--- src/rtl/piso_serializer_pkg.sv ---
// Shared definitions for the serial transmitter and its matching receiver:
// two-state FSM encoding and the bit-counter width helper.
package piso_serializer_pkg;

    typedef enum logic {
        ST_IDLE  = 1'b0,
        ST_SHIFT = 1'b1
    } state_t;

    // Counter must index N-1 down to 0; a one-bit word still needs a 1-bit counter.
    function automatic int cnt_width(input int n);
        return (n <= 1) ? 1 : $clog2(n);
    endfunction

endpackage

--- src/rtl/piso_serializer.sv ---
// Parallel-in, serial-out transmitter: accepts a word on LOAD&READY and shifts
// it out one bit per EN tick, with SVALID qualifying SOUT and a DONE pulse after.
module piso_serializer
    import piso_serializer_pkg::*;
#(
    parameter int N         = 8,
    parameter bit MSB_FIRST = 1'b1
) (
    input  logic         CLK,
    input  logic         CLR,
    input  logic [N-1:0] D,
    input  logic         LOAD,
    input  logic         EN,
    output logic         READY,
    output logic         SOUT,
    output logic         SVALID,
    output logic         DONE,
    output state_t       DBG_STATE
);

    localparam int CW = cnt_width(N);

    // Handshake: a word transfers on a rising CLK edge where LOAD=1 and READY=1;
    // LOAD while READY=0 is ignored and D is not sampled.

    state_t         r_state;
    state_t         w_state_nxt;
    logic [N-1:0]   r_shreg;
    logic [N-1:0]   w_shreg_nxt;
    logic [CW-1:0]  r_cnt;
    logic [CW-1:0]  w_cnt_nxt;
    logic           r_done;
    logic           w_done_nxt;
    logic           w_out_bit;

    always_ff @(posedge CLK or negedge CLR) begin
        if (!CLR) begin
            r_state <= ST_IDLE;
            r_shreg <= '0;
            r_cnt   <= '0;
            r_done  <= 1'b0;
        end else begin
            r_state <= w_state_nxt;
            r_shreg <= w_shreg_nxt;
            r_cnt   <= w_cnt_nxt;
            r_done  <= w_done_nxt;
        end
    end

    always_comb begin
        w_state_nxt = r_state;
        w_shreg_nxt = r_shreg;
        w_cnt_nxt   = r_cnt;
        w_done_nxt  = 1'b0;
        case (r_state)
            ST_IDLE: begin
                // EN is irrelevant here, so a coincident EN never shifts the new word.
                if (LOAD) begin
                    w_shreg_nxt = D;
                    w_cnt_nxt   = CW'(N - 1);
                    w_state_nxt = ST_SHIFT;
                end
            end
            ST_SHIFT: begin
                if (EN) begin
                    if (r_cnt != '0) begin
                        w_shreg_nxt = MSB_FIRST ? (r_shreg << 1) : (r_shreg >> 1);
                        w_cnt_nxt   = r_cnt - CW'(1);
                    end else begin
                        w_state_nxt = ST_IDLE;
                        w_done_nxt  = 1'b1;
                    end
                end
            end
            default: begin
                w_state_nxt = ST_IDLE;
            end
        endcase
    end

    assign w_out_bit = MSB_FIRST ? r_shreg[N-1] : r_shreg[0];

    assign READY     = (r_state == ST_IDLE);
    assign SVALID    = (r_state == ST_SHIFT);
    assign SOUT      = SVALID & w_out_bit;
    assign DONE      = r_done;
    assign DBG_STATE = r_state;

endmodule

--- config.mk ---
export PLATFORM = sky130hd
export DESIGN_NAME = piso_serializer
export DESIGN_NICKNAME = d
export VERILOG_FILES = /design/src/rtl/piso_serializer_pkg.sv /design/src/rtl/piso_serializer.sv
export SDC_FILE = /design/constraint.sdc
export NUM_CORES = 1
export LEC_CHECK = 0
export ABC_AREA = 1
export CORE_AREA = 2 2 50 43
export DETAILED_ROUTE_END_ITERATION = 8
export DIE_AREA = 0 0 52 45
export PLACE_DENSITY = 0.71
export RECOVER_POWER = 100
export SYNTH_ARGS = -nofsm -noshare
export SYNTH_HDL_FRONTEND = slang
export SYNTH_SLANG_ARGS = --single-unit
--- constraint.sdc ---
create_clock -name CLK -period 1.7 [get_ports CLK]
set_input_delay 0.17 -clock CLK [delete_from_list [all_inputs] [get_ports CLK]]
set_output_delay 0.17 -clock CLK [all_outputs]
set_load 0.02 [all_outputs]
==> run_results.csv <==
group,metric,value,unit
run_status,status,"finished clean",
setup_path,max_stage_delay,590,ps
setup_path,cp_top_family,"buffers and inverters",
setup_path,rrSetupSlack,380,ps
yosys,yosys_register_bits,13,
clock_network,clk-insertion-delay-late,260,ps
clock_network,clkSinkCount,13,
route,num_vias,608,
cells_and_area,final_area,897,µm²
setup_path,rr_worst_depth,6,
sta,fin_worst_skew,7.55,ps
yosys,synth.most_common_cell,"nand2_1",
min_path,hold_path_class,"in2async",
sta,timing.final.max_slew_violations,0,
global_route,antenna_found_initial,0,
clock_network,cts-root-buf,"clkbuf_4",
job,cap_violations,0,
sta,post-route-worst-setup-slack,78.6,ps
sta,rsz0062_at_grt,"false",
die,die_h,45,µm
setup_path,crit_type,"reg2out",
die,fp.dieArea,2340,µm²
global_route,grt_pass1_wl,2.39,mm
setup_path,crit_arrival,1450,ps
sta,tns,0,ps
setup_path,r2r-start,"DBG_STATE$_DFF_PN0_",
yosys,postSynthAreaPerCell,7.14,µm²
global_route,grt_util_all_layers,0.137,
yosys,synth_fp_nets,110,
yosys,synth_cell_type_count,11,
sta,finalSetupViolations,0,
sta,fin_crit_sh,0.954,
route,ant_nets,0,
setup_path,crit_end,"SOUT",
route,drc,0,
global_route,grt_max_degree,14,
setup_path,cp-end-kind,"output pin",
clock_network,cts.htree.levels,1,
setup_path,worst-endpoint-required,1530,ps
die,die_w,52,µm
die,start_util,0.380,
yosys,synth_edf_count,0,
power_and_ir_drop,power,1.48,mW
yosys,synth-main-ff-cell,"dfrtp_1",
sta,fin_crit,1620,ps
sta,fmax,617,MHz
route,dr.pass1.iters,4,
yosys,async_reset_ff_frac,1.00,
sta,hold_violations,0,
route,drt_iter0_drc,5,
yosys,synthCells,96,
global_route,grt_pass1_vias,569,
place,place_ws,270,ps
power_and_ir_drop,combPwrFrac,0.518,
power_and_ir_drop,pwr-share-clk,0.124,
place,place_area,870,µm²
power_and_ir_drop,peakVddDrop,0.751,mV
place,hpwlAfterDp,1.01,mm
clock_network,cts_tree,"built",
setup_path,path_buf_inv,2,
cells_and_area,fin_util,0.497,
power_and_ir_drop,swShare,0.422,
setup_path,crit_path_start_kind,"flip-flop",
route,drt-vias-per-instance,4.37,
clock_network,cts_hold_buf,0,
power_and_ir_drop,p_sw,0.625,mW
clock_network,post_cts_buffers,0,
die,row_count,14,
yosys,syn_area,686,µm²
power_and_ir_drop,p_leak,0.502,nW
cells_and_area,area_delta_synth_final,30.8,%
place,gp_congestion,0.766,
clock_network,clk_pin_slew,80,ps
yosys,synth_top_area_frac,0.474,
cells_and_area,layout.nets,130,
die,io_pins,17,
clock_network,cts_buffers,3,
power_and_ir_drop,power_density,1650,nW/µm²
power_and_ir_drop,pwr-share-seq,0.358,
yosys,yosys_warnings,0,
sta,tightest_slew,586,ps
clock_network,cts_resized,1,
yosys,yosysTopAreaCell,"dfrtp_1",
global_route,grt_overflow,0,
sta,relSlewSlack,0.608,
setup_path,reg2reg_to,"r_shreg[4]$_DFFE_PN0P_",
yosys,ys_top_cells_by_count,"nand2_1 (53), dfrtp_1 (13), nand3_1 (11)",
route,wl,1.34,mm
setup_path,path_cells,"nand2_1, inv_1, clkdlybuf4s50_1",
die,coreArea,1800,µm²
yosys,synth_seq_area_share,0.474,
power_and_ir_drop,power.internal,0.854,mW
clock_network,clk_path_buf_depth,2,
route,wl_per_cell,9.65,µm
yosys,ys_top_cells_by_area,"dfrtp_1 (47%), nand2_1 (29%), nand3_1 (8.0%)",
setup_path,cpMaxStageDelayCell,"clkdlybuf4s50_1",
setup_path,worstPathMaxFanout,11,
cells_and_area,n_antenna_cell,0,
place,io_buffers,16,
cells_and_area,drive_gt1_frac,0.0783,
setup_path,worstSetupStartpoint,"DBG_STATE$_DFF_PN0_",
setup_path,cp_num_cells,3,
[metrics by stage]
stage,instances,hold slack [ps]
6_report,139,337
4_1_cts,139,294
3_5_place_dp,135,465
2_1_floorplan,96,-126
3_3_place_gp,135,466
5_1_grt,139,380
[placed cells by master, fill, tap and decap left out]
cell type,synthesis,final
buf_4,2,4
clkbuf_1,0,1
clkbuf_4,0,3
clkdlybuf4s50_1,0,14
clkinv_1,1,1
dfrtp_1,13,12
dfrtp_2,0,1
dlygate4sd3_1,0,2
ha_1,2,2
inv_1,6,6
inv_2,1,1
nand2_1,53,53
nand3_1,11,11
nor2_1,4,4
[per-layer routing]
metal,routed length (µm),share of wire,global-route usage,vias to the layer above
li1,-,-,-,326
met5,0,0,0,-
met3,49,0.037,0.0298,0
met2,612,0.46,0.246,13
met4,0,0,0.0158,0
met1,679,0.51,0.177,269
[how the worst min path moves through the flow]
stage / endpoint / from / slack, ps / depth (start not counted)
finish: r_shreg[1]$_DFFE_PN0P_ / CLR / 340 / 1
global route: r_shreg[1]$_DFFE_PN0P_ / CLR / 380 / 1
CTS: r_shreg[1]$_DFFE_PN0P_ / CLR / 290 / 1
detailed placement: r_cnt[0]$_DFFE_PN0P_ / r_cnt[0]$_DFFE_PN0P_ / 460 / 2
global placement: r_cnt[0]$_DFFE_PN0P_ / r_cnt[0]$_DFFE_PN0P_ / 470 / 2
floorplan: DBG_STATE$_DFF_PN0_ / CLR / -130 / 0
[cells by family (layout without fill, tap and decap cells)]
group	after synthesis	in the layout	synth area share
buffers and inverters	13	32	0.0967
adder cells (fa/ha/maj)	2	2	0.0365
flip-flops	13	13	0.474
AND/OR/NAND/NOR	68	68	0.392
[power groups by stage]
stage	logic, mW	registers, mW	clock network [mW]
global placement	0.760	0.527	0
detailed placement	0.778	0.534	0
finish	0.766	0.530	0.183
CTS	0.781	0.531	0.193
floorplan	0.549	0.526	0
global route	0.880	0.549	0.213
[layout make-up]
class | instances | area, µm²
multi-input cells | 70 | 294
inverters | 8 | 30.0
fillers | 188 | 907
clock buffers | 4 | 26.3
flip-flops and latches | 13 | 327
repair buffers | 20 | 190
well taps | 24 | 30.0
[sequential cells by signal (all words and copies together) (netlist names)]
register,count
r_shreg,8
r_cnt,3
DBG_STATE,1
DONE,1
Note: power is estimated with default switching activity, not from simulation.
